--- src/rtl/eth_tx_arbiter.sv ---
// eth_tx_arbiter: packet-level round-robin arbiter sharing one 10G MAC
// Avalon-ST TX sink between two sources, with idle gap and stall abort.
module eth_tx_arbiter #(
  parameter int GAP_CYCLES = 2,
  parameter int TIMEOUT    = 1024,
  parameter int CNT_W      = 16
) (
  input  logic             clk_156_25,
  input  logic             rst,
  input  logic             ch0_valid,
  input  logic             ch0_sop,
  input  logic             ch0_eop,
  input  logic [63:0]      ch0_data,
  input  logic [2:0]       ch0_empty,
  input  logic             ch0_error,
  output logic             ch0_ready,
  input  logic             ch1_valid,
  input  logic             ch1_sop,
  input  logic             ch1_eop,
  input  logic [63:0]      ch1_data,
  input  logic [2:0]       ch1_empty,
  input  logic             ch1_error,
  output logic             ch1_ready,
  output logic             avalon_st_tx_valid,
  output logic             avalon_st_tx_startofpacket,
  output logic             avalon_st_tx_endofpacket,
  output logic [63:0]      avalon_st_tx_data,
  output logic [2:0]       avalon_st_tx_empty,
  output logic             avalon_st_tx_error,
  input  logic             avalon_st_tx_ready,
  output logic             busy,
  output logic [CNT_W-1:0] pkt_cnt0,
  output logic [CNT_W-1:0] pkt_cnt1,
  output logic [CNT_W-1:0] abort_cnt,
  output logic             proto_err
);

  typedef enum logic [1:0] {
    S_IDLE,
    S_XFER,
    S_ABORT,
    S_GAP
  } state_t;

  localparam int TW = $clog2(TIMEOUT);
  localparam int GW = (GAP_CYCLES > 1) ? $clog2(GAP_CYCLES) : 1;
  localparam logic [TW-1:0] TO_LAST = TW'(TIMEOUT - 1);
  localparam logic [GW-1:0] GAP_INIT =
    (GAP_CYCLES > 0) ? GW'(GAP_CYCLES - 1) : '0;
  localparam state_t PKT_DONE = (GAP_CYCLES > 0) ? S_GAP : S_IDLE;

  state_t           state_q, state_d;
  logic             grant_q, grant_d;
  logic             last_grant_q, last_grant_d;
  logic [GW-1:0]    gap_cnt_q, gap_cnt_d;
  logic [TW-1:0]    to_cnt_q, to_cnt_d;
  logic             flush0_q, flush0_d;
  logic             flush1_q, flush1_d;
  logic [CNT_W-1:0] pkt_cnt0_q, pkt_cnt0_d;
  logic [CNT_W-1:0] pkt_cnt1_q, pkt_cnt1_d;
  logic [CNT_W-1:0] abort_cnt_q, abort_cnt_d;
  logic             proto_err_q, proto_err_d;

  logic        in_xfer, req0, req1, disc0, disc1, stray0, stray1, pick;
  logic        cur_valid, cur_sop, cur_eop, cur_error;
  logic [63:0] cur_data;
  logic [2:0]  cur_empty;

  always_comb begin
    state_d      = state_q;
    grant_d      = grant_q;
    last_grant_d = last_grant_q;
    gap_cnt_d    = gap_cnt_q;
    to_cnt_d     = to_cnt_q;
    flush0_d     = flush0_q;
    flush1_d     = flush1_q;
    pkt_cnt0_d   = pkt_cnt0_q;
    pkt_cnt1_d   = pkt_cnt1_q;
    abort_cnt_d  = abort_cnt_q;
    proto_err_d  = 1'b0;
    pick         = 1'b0;

    in_xfer = (state_q == S_XFER);
    req0    = ch0_valid & ch0_sop & ~flush0_q;
    req1    = ch1_valid & ch1_sop & ~flush1_q;
    disc0   = flush0_q & ~(in_xfer & ~grant_q);
    disc1   = flush1_q & ~(in_xfer & grant_q);
    stray0  = (state_q == S_IDLE) & ~flush0_q & ch0_valid & ~ch0_sop;
    stray1  = (state_q == S_IDLE) & ~flush1_q & ch1_valid & ~ch1_sop;

    cur_valid = grant_q ? ch1_valid : ch0_valid;
    cur_sop   = grant_q ? ch1_sop   : ch0_sop;
    cur_eop   = grant_q ? ch1_eop   : ch0_eop;
    cur_data  = grant_q ? ch1_data  : ch0_data;
    cur_empty = grant_q ? ch1_empty : ch0_empty;
    cur_error = grant_q ? ch1_error : ch0_error;

    ch0_ready = disc0 | stray0;
    ch1_ready = disc1 | stray1;
    avalon_st_tx_valid         = 1'b0;
    avalon_st_tx_startofpacket = 1'b0;
    avalon_st_tx_endofpacket   = 1'b0;
    avalon_st_tx_data          = '0;
    avalon_st_tx_empty         = '0;
    avalon_st_tx_error         = 1'b0;

    // a flushed source is drained until its own eop goes by
    if (disc0 & ch0_valid & ch0_eop) flush0_d = 1'b0;
    if (disc1 & ch1_valid & ch1_eop) flush1_d = 1'b0;
    if (stray0 | stray1) proto_err_d = 1'b1;

    unique case (state_q)
      S_IDLE: begin
        if (req0 | req1) begin
          pick         = (req0 & req1) ? ~last_grant_q : req1;
          grant_d      = pick;
          last_grant_d = pick;
          to_cnt_d     = '0;
          state_d      = S_XFER;
        end
      end
      S_XFER: begin
        avalon_st_tx_valid         = cur_valid;
        avalon_st_tx_startofpacket = cur_sop;
        avalon_st_tx_endofpacket   = cur_eop;
        avalon_st_tx_data          = cur_data;
        avalon_st_tx_empty         = cur_empty;
        avalon_st_tx_error         = cur_error;
        if (grant_q) ch1_ready = avalon_st_tx_ready;
        else         ch0_ready = avalon_st_tx_ready;
        if (cur_valid) begin
          to_cnt_d = '0;
          if (avalon_st_tx_ready & cur_eop) begin
            if (grant_q) pkt_cnt1_d = pkt_cnt1_q + CNT_W'(1);
            else         pkt_cnt0_d = pkt_cnt0_q + CNT_W'(1);
            state_d   = PKT_DONE;
            gap_cnt_d = GAP_INIT;
          end
        end else if (to_cnt_q == TO_LAST) begin
          state_d = S_ABORT;
          if (grant_q) flush1_d = 1'b1;
          else         flush0_d = 1'b1;
        end else begin
          to_cnt_d = to_cnt_q + TW'(1);
        end
      end
      S_ABORT: begin
        avalon_st_tx_valid       = 1'b1;
        avalon_st_tx_endofpacket = 1'b1;
        avalon_st_tx_error       = 1'b1;
        if (avalon_st_tx_ready) begin
          if (abort_cnt_q != '1) abort_cnt_d = abort_cnt_q + CNT_W'(1);
          state_d   = PKT_DONE;
          gap_cnt_d = GAP_INIT;
        end
      end
      S_GAP: begin
        if (gap_cnt_q == '0) state_d = S_IDLE;
        else gap_cnt_d = gap_cnt_q - GW'(1);
      end
      default: state_d = S_IDLE;
    endcase
  end

  always_ff @(posedge clk_156_25) begin
    if (rst) begin
      state_q      <= S_IDLE;
      grant_q      <= 1'b0;
      last_grant_q <= 1'b1;
      gap_cnt_q    <= '0;
      to_cnt_q     <= '0;
      flush0_q     <= 1'b0;
      flush1_q     <= 1'b0;
      pkt_cnt0_q   <= '0;
      pkt_cnt1_q   <= '0;
      abort_cnt_q  <= '0;
      proto_err_q  <= 1'b0;
    end else begin
      state_q      <= state_d;
      grant_q      <= grant_d;
      last_grant_q <= last_grant_d;
      gap_cnt_q    <= gap_cnt_d;
      to_cnt_q     <= to_cnt_d;
      flush0_q     <= flush0_d;
      flush1_q     <= flush1_d;
      pkt_cnt0_q   <= pkt_cnt0_d;
      pkt_cnt1_q   <= pkt_cnt1_d;
      abort_cnt_q  <= abort_cnt_d;
      proto_err_q  <= proto_err_d;
    end
  end

  assign busy      = (state_q != S_IDLE);
  assign pkt_cnt0  = pkt_cnt0_q;
  assign pkt_cnt1  = pkt_cnt1_q;
  assign abort_cnt = abort_cnt_q;
  assign proto_err = proto_err_q;

endmodule

--- config.mk ---
export PLATFORM = sky130hd
export DESIGN_NAME = eth_tx_arbiter
export DESIGN_NICKNAME = d
export VERILOG_FILES = /design/src/rtl/eth_tx_arbiter.sv
export SDC_FILE = /design/constraint.sdc
export NUM_CORES = 1
export LEC_CHECK = 0
export CORE_MARGIN = 4
export CORE_UTILIZATION = 39
export CTS_CLUSTER_SIZE = 10
export DETAILED_ROUTE_END_ITERATION = 10
export PLACE_DENSITY = 0.82
export SLEW_MARGIN = 5
export SYNTH_ARGS = -nofsm -noshare
export SYNTH_HDL_FRONTEND = slang
export SYNTH_SLANG_ARGS = --single-unit
--- constraint.sdc ---
create_clock -name clk_156_25 -period 2.5 [get_ports clk_156_25]
set_input_delay 0.25 -clock clk_156_25 [delete_from_list [all_inputs] [get_ports clk_156_25]]
set_output_delay 0.25 -clock clk_156_25 [all_outputs]
set_load 0.02 [all_outputs]
==> impl_metrics.py <==
metrics = {
    "run_status": {
        "run_status": "completed",
    },
    "final_layout": {
        "synthToLayoutAreaGrowth_pct": 68.5,
        "fill_cells": 936,
        "seq_area_um2": 1330,
        "final_nets": 998,
        "antenna_cells": 0,
        "drive_gt1_share_pct": 6.48,
        "multi_input_area_um2": 3100,
    },
    "critical_path": {
        "crit_cells": 6,
        "worstPathRequired_ps": 2250,
        "worstSetupPathType": "register to primary output",
        "cp-end-kind": "primary output",
        "worstSetupStartpointType": "register",
        "critPathCapture": "avalon_st_tx_data[44]",
        "slowest_stage": "clkdlybuf4s50_1",
        "critPathArrivalTime_ps": 2120,
        "reg2reg_setup_slack_ps": 200,
        "slowest_delay_ps": 660,
        "regToRegStartpoint": "state_q[1]",
        "timing.rr.end": "pkt_cnt1[15]",
        "startpoint": "state_q[1]",
        "cp_top_family": "buffers and inverters",
        "cp_cell_sequence": "inv_1 > ha_1 > inv_4 > buf_12 > nor2_1 > clkdlybuf4s50_1",
        "cp_num_buf_inv": 4,
        "cp_max_fo": 23,
        "worst-r2r-cell-count": 7,
    },
    "logic_synthesis": {
        "synth_cells": 588,
        "ys_seq_elements": 66,
        "synth.area.mux_share_pct": 16.1,
        "synthXorXnorAreaFrac_pct": 3.19,
        "yosys.area_share.adder_pct": 2.41,
        "synth_edf_count": 0,
        "synthSimpleGateAreaFrac_pct": 30.6,
        "avgSynthCellArea_um2": 7.93,
        "syn_nets": 742,
        "ys_types": 62,
        "synth_top_family_by_area": "simple AND/OR/NAND/NOR gates",
        "synth_compound_area_share_pct": 14.0,
        "postSynth.asyncResetShare_pct": 0,
        "yosysSeqAreaShare_pct": 28.3,
        "syn_area_um2": 4670,
        "ys.flop_type": "dfxtp_1",
        "ys_warn_count": 0,
    },
    "cts": {
        "cts_num_sinks": 66,
        "clock_path_buffers": 2,
        "cts_tree": "yes",
        "path_clk_slew_ps": 50,
        "cts_made_buffers": 9,
        "htree_levels": 3,
        "clk_latency_ps": 340,
        "hold_buffers": 0,
        "root_buffer": "clkbuf_16",
    },
    "drt": {
        "drt_iter0_drc": 473,
        "vias_per_cell": 5.57,
        "detail-route-antenna-nets": 0,
        "firstDrtPassIters": 5,
        "wl_per_cell_um": 19.4,
        "vias": 5528,
        "drc_errors": 0,
        "drt-total-wl_um": 19200,
    },
    "place": {
        "numPortBuffers": 267,
        "place.gp.congestion": 0.909,
        "hpwl_um": 15400,
        "dp_worst_setup_slack_ps": 183,
    },
    "floorplan": {
        "fp.dieH_um": 117,
        "ioPinCount": 268,
        "core_um2": 11600,
        "die_area_um2": 13800,
        "start_util_pct": 40.3,
        "die_x_um": 117,
        "core.rowCount": 39,
    },
    "grt": {
        "grt_max_degree": 35,
        "grt_overflow_total": 0,
        "grt_pass1_wl_um": 30200,
        "antenna_found_initial": 0,
        "grtUsageTotal_pct": 27.1,
        "grt_pass1_vias": 5639,
    },
    "timing": {
        "tightest_slew_ps": 805,
        "timing.final.hold_violations": 0,
        "slew_viol_final": 0,
        "setup_viol": 0,
        "fin_crit_ps": 2370,
        "slew_headroom_pct": 45.9,
        "layout_setup_ws_ps": 126,
        "fin_crit_sh_pct": 94.9,
        "finalClockSkew_ps": 3.96,
        "fmax_mhz": 421,
    },
    "pwr": {
        "p_per_area_nw_per_um2": 636,
        "total_power_mw": 5.00,
        "p_leak_nw": 2.88,
        "ir_drop_v": 0.000642,
    },
    "hold_path": {
        "hp-class": "input pin to register",
        "min_from": "rst",
    },
    "job": {
        "cap_violations": 0,
    },
}
-- kinds of logic (layout without fill, tap and decap cells) --
logic type | after synthesis | in the layout
AOI/OAI and AO/OA | 99 | 99
adders and majority gates | 9 | 9
DFF | 66 | 66
and+or+nand+nor | 261 | 261
xor gates and xnor gates | 17 | 17
buffers and inverters | 61 | 322
muxes | 75 | 75
-- what timing repair did --
item / CTS / global route
gates resized for setup: 0 / 17
setup endpoints to repair: 3 / 60
buffers inserted: 1 / 0
pin swaps: 0 / 0
-- metrics by stage --
step	hold WS [ps]	std cells	TNS [ps]	utilization, %	cell area [um^2]
6_report	370	992	0	68.0	7860
5_1_grt	408	992	-120	68.0	7860
4_1_cts	363	992	0	67.6	7820
3_5_place_dp	486	975	0	64.8	7500
3_3_place_gp	469	975	0	64.8	7500
2_1_floorplan	447	588	0	-	4670
-- worst reg2reg max path, stage by stage, from the launching register on --
cell and delay (ps):
dfxtp_1 340, inv_1 110, ha_1 250, buf_4 230, nand4_4 130, or4_4 540, or4_1 420, a21oi_1 190
-- cells in the mapped netlist, types with 9 or more instances --
cell / instances / area (um^2)
nor2_1: 101 / 379
mux2i_1: 73 / 731
dfxtp_1: 66 / 1320
a21oi_1: 33 / 165
nand2_1: 28 / 105
nand3_1: 26 / 130
inv_1: 25 / 93.8
clkbuf_1: 18 / 67.6
nand4_1: 17 / 106
or3_1: 17 / 106
buf_2: 13 / 65.1
o31ai_1: 13 / 97.6
xnor2_1: 13 / 114
o21ai_0: 11 / 55.1
ha_1: 9 / 113
nor3_1: 9 / 45.0
nor4_1: 9 / 56.3
-- worst min-delay path by stage --
stage	cells past startpoint	slack (ps)	endpoint
finish	2	370	pkt_cnt0[3]
global route	2	410	pkt_cnt0[0]
CTS	2	360	pkt_cnt0[3]
detailed placement	1	490	last_grant_q
global placement	2	470	pkt_cnt0[15]
floorplan	2	450	to_cnt_q[8]
-- sequential cells by signal, summed over array words and instances (netlist names) --
name and flops:
abort_cnt 16, pkt_cnt0 16, pkt_cnt1 16, to_cnt_q 10
state_q 2, flush0_q 1, flush1_q 1, gap_cnt_q 1
grant_q 1, last_grant_q 1, proto_err 1
-- final cells by class --
cell class | instances | share of cell area [%]
well taps | 143 | 2.28
flip-flops and latches | 66 | 16.9
repair buffers | 280 | 36.3
multi-input cells | 461 | 39.4
clock inverters | 6 | 0.844
inverters | 26 | 1.27
clock buffers | 10 | 3.04
-- layout by cell type, fill, tap and decap left out, types with 10 or more instances in the layout --
master,Yosys,final
inv_1,25,25
dfxtp_1,66,65
mux2i_1,73,73
nand2_1,28,28
clkdlybuf4s50_1,0,250
xnor2_1,13,13
or3_1,17,17
nor2_1,101,101
buf_4,1,10
dlymetal6s2s_1,0,14
nand3_1,26,26
o21ai_0,11,11
o31ai_1,13,13
a21oi_1,33,33
nand4_1,17,17
-- where the power goes --
part           total, mW  leakage, nW  switching, mW  internal [mW]
logic               2.56         2.20           1.37           1.19
registers           1.16        0.533         0.0631           1.10
clock network       1.28        0.141          0.481          0.798
total               5.00         2.88           1.92           3.08
-- metal layers --
layer  part of all wire [%]  wire [um]  track usage [%]
met2                     52      10100             49.8
met3                    9.1       1740             9.10
met5                      0          0                0
met1                     36       6820             28.7
met4                    3.0        583             9.82
No activity file was read; power rests on OpenSTA's default activity.
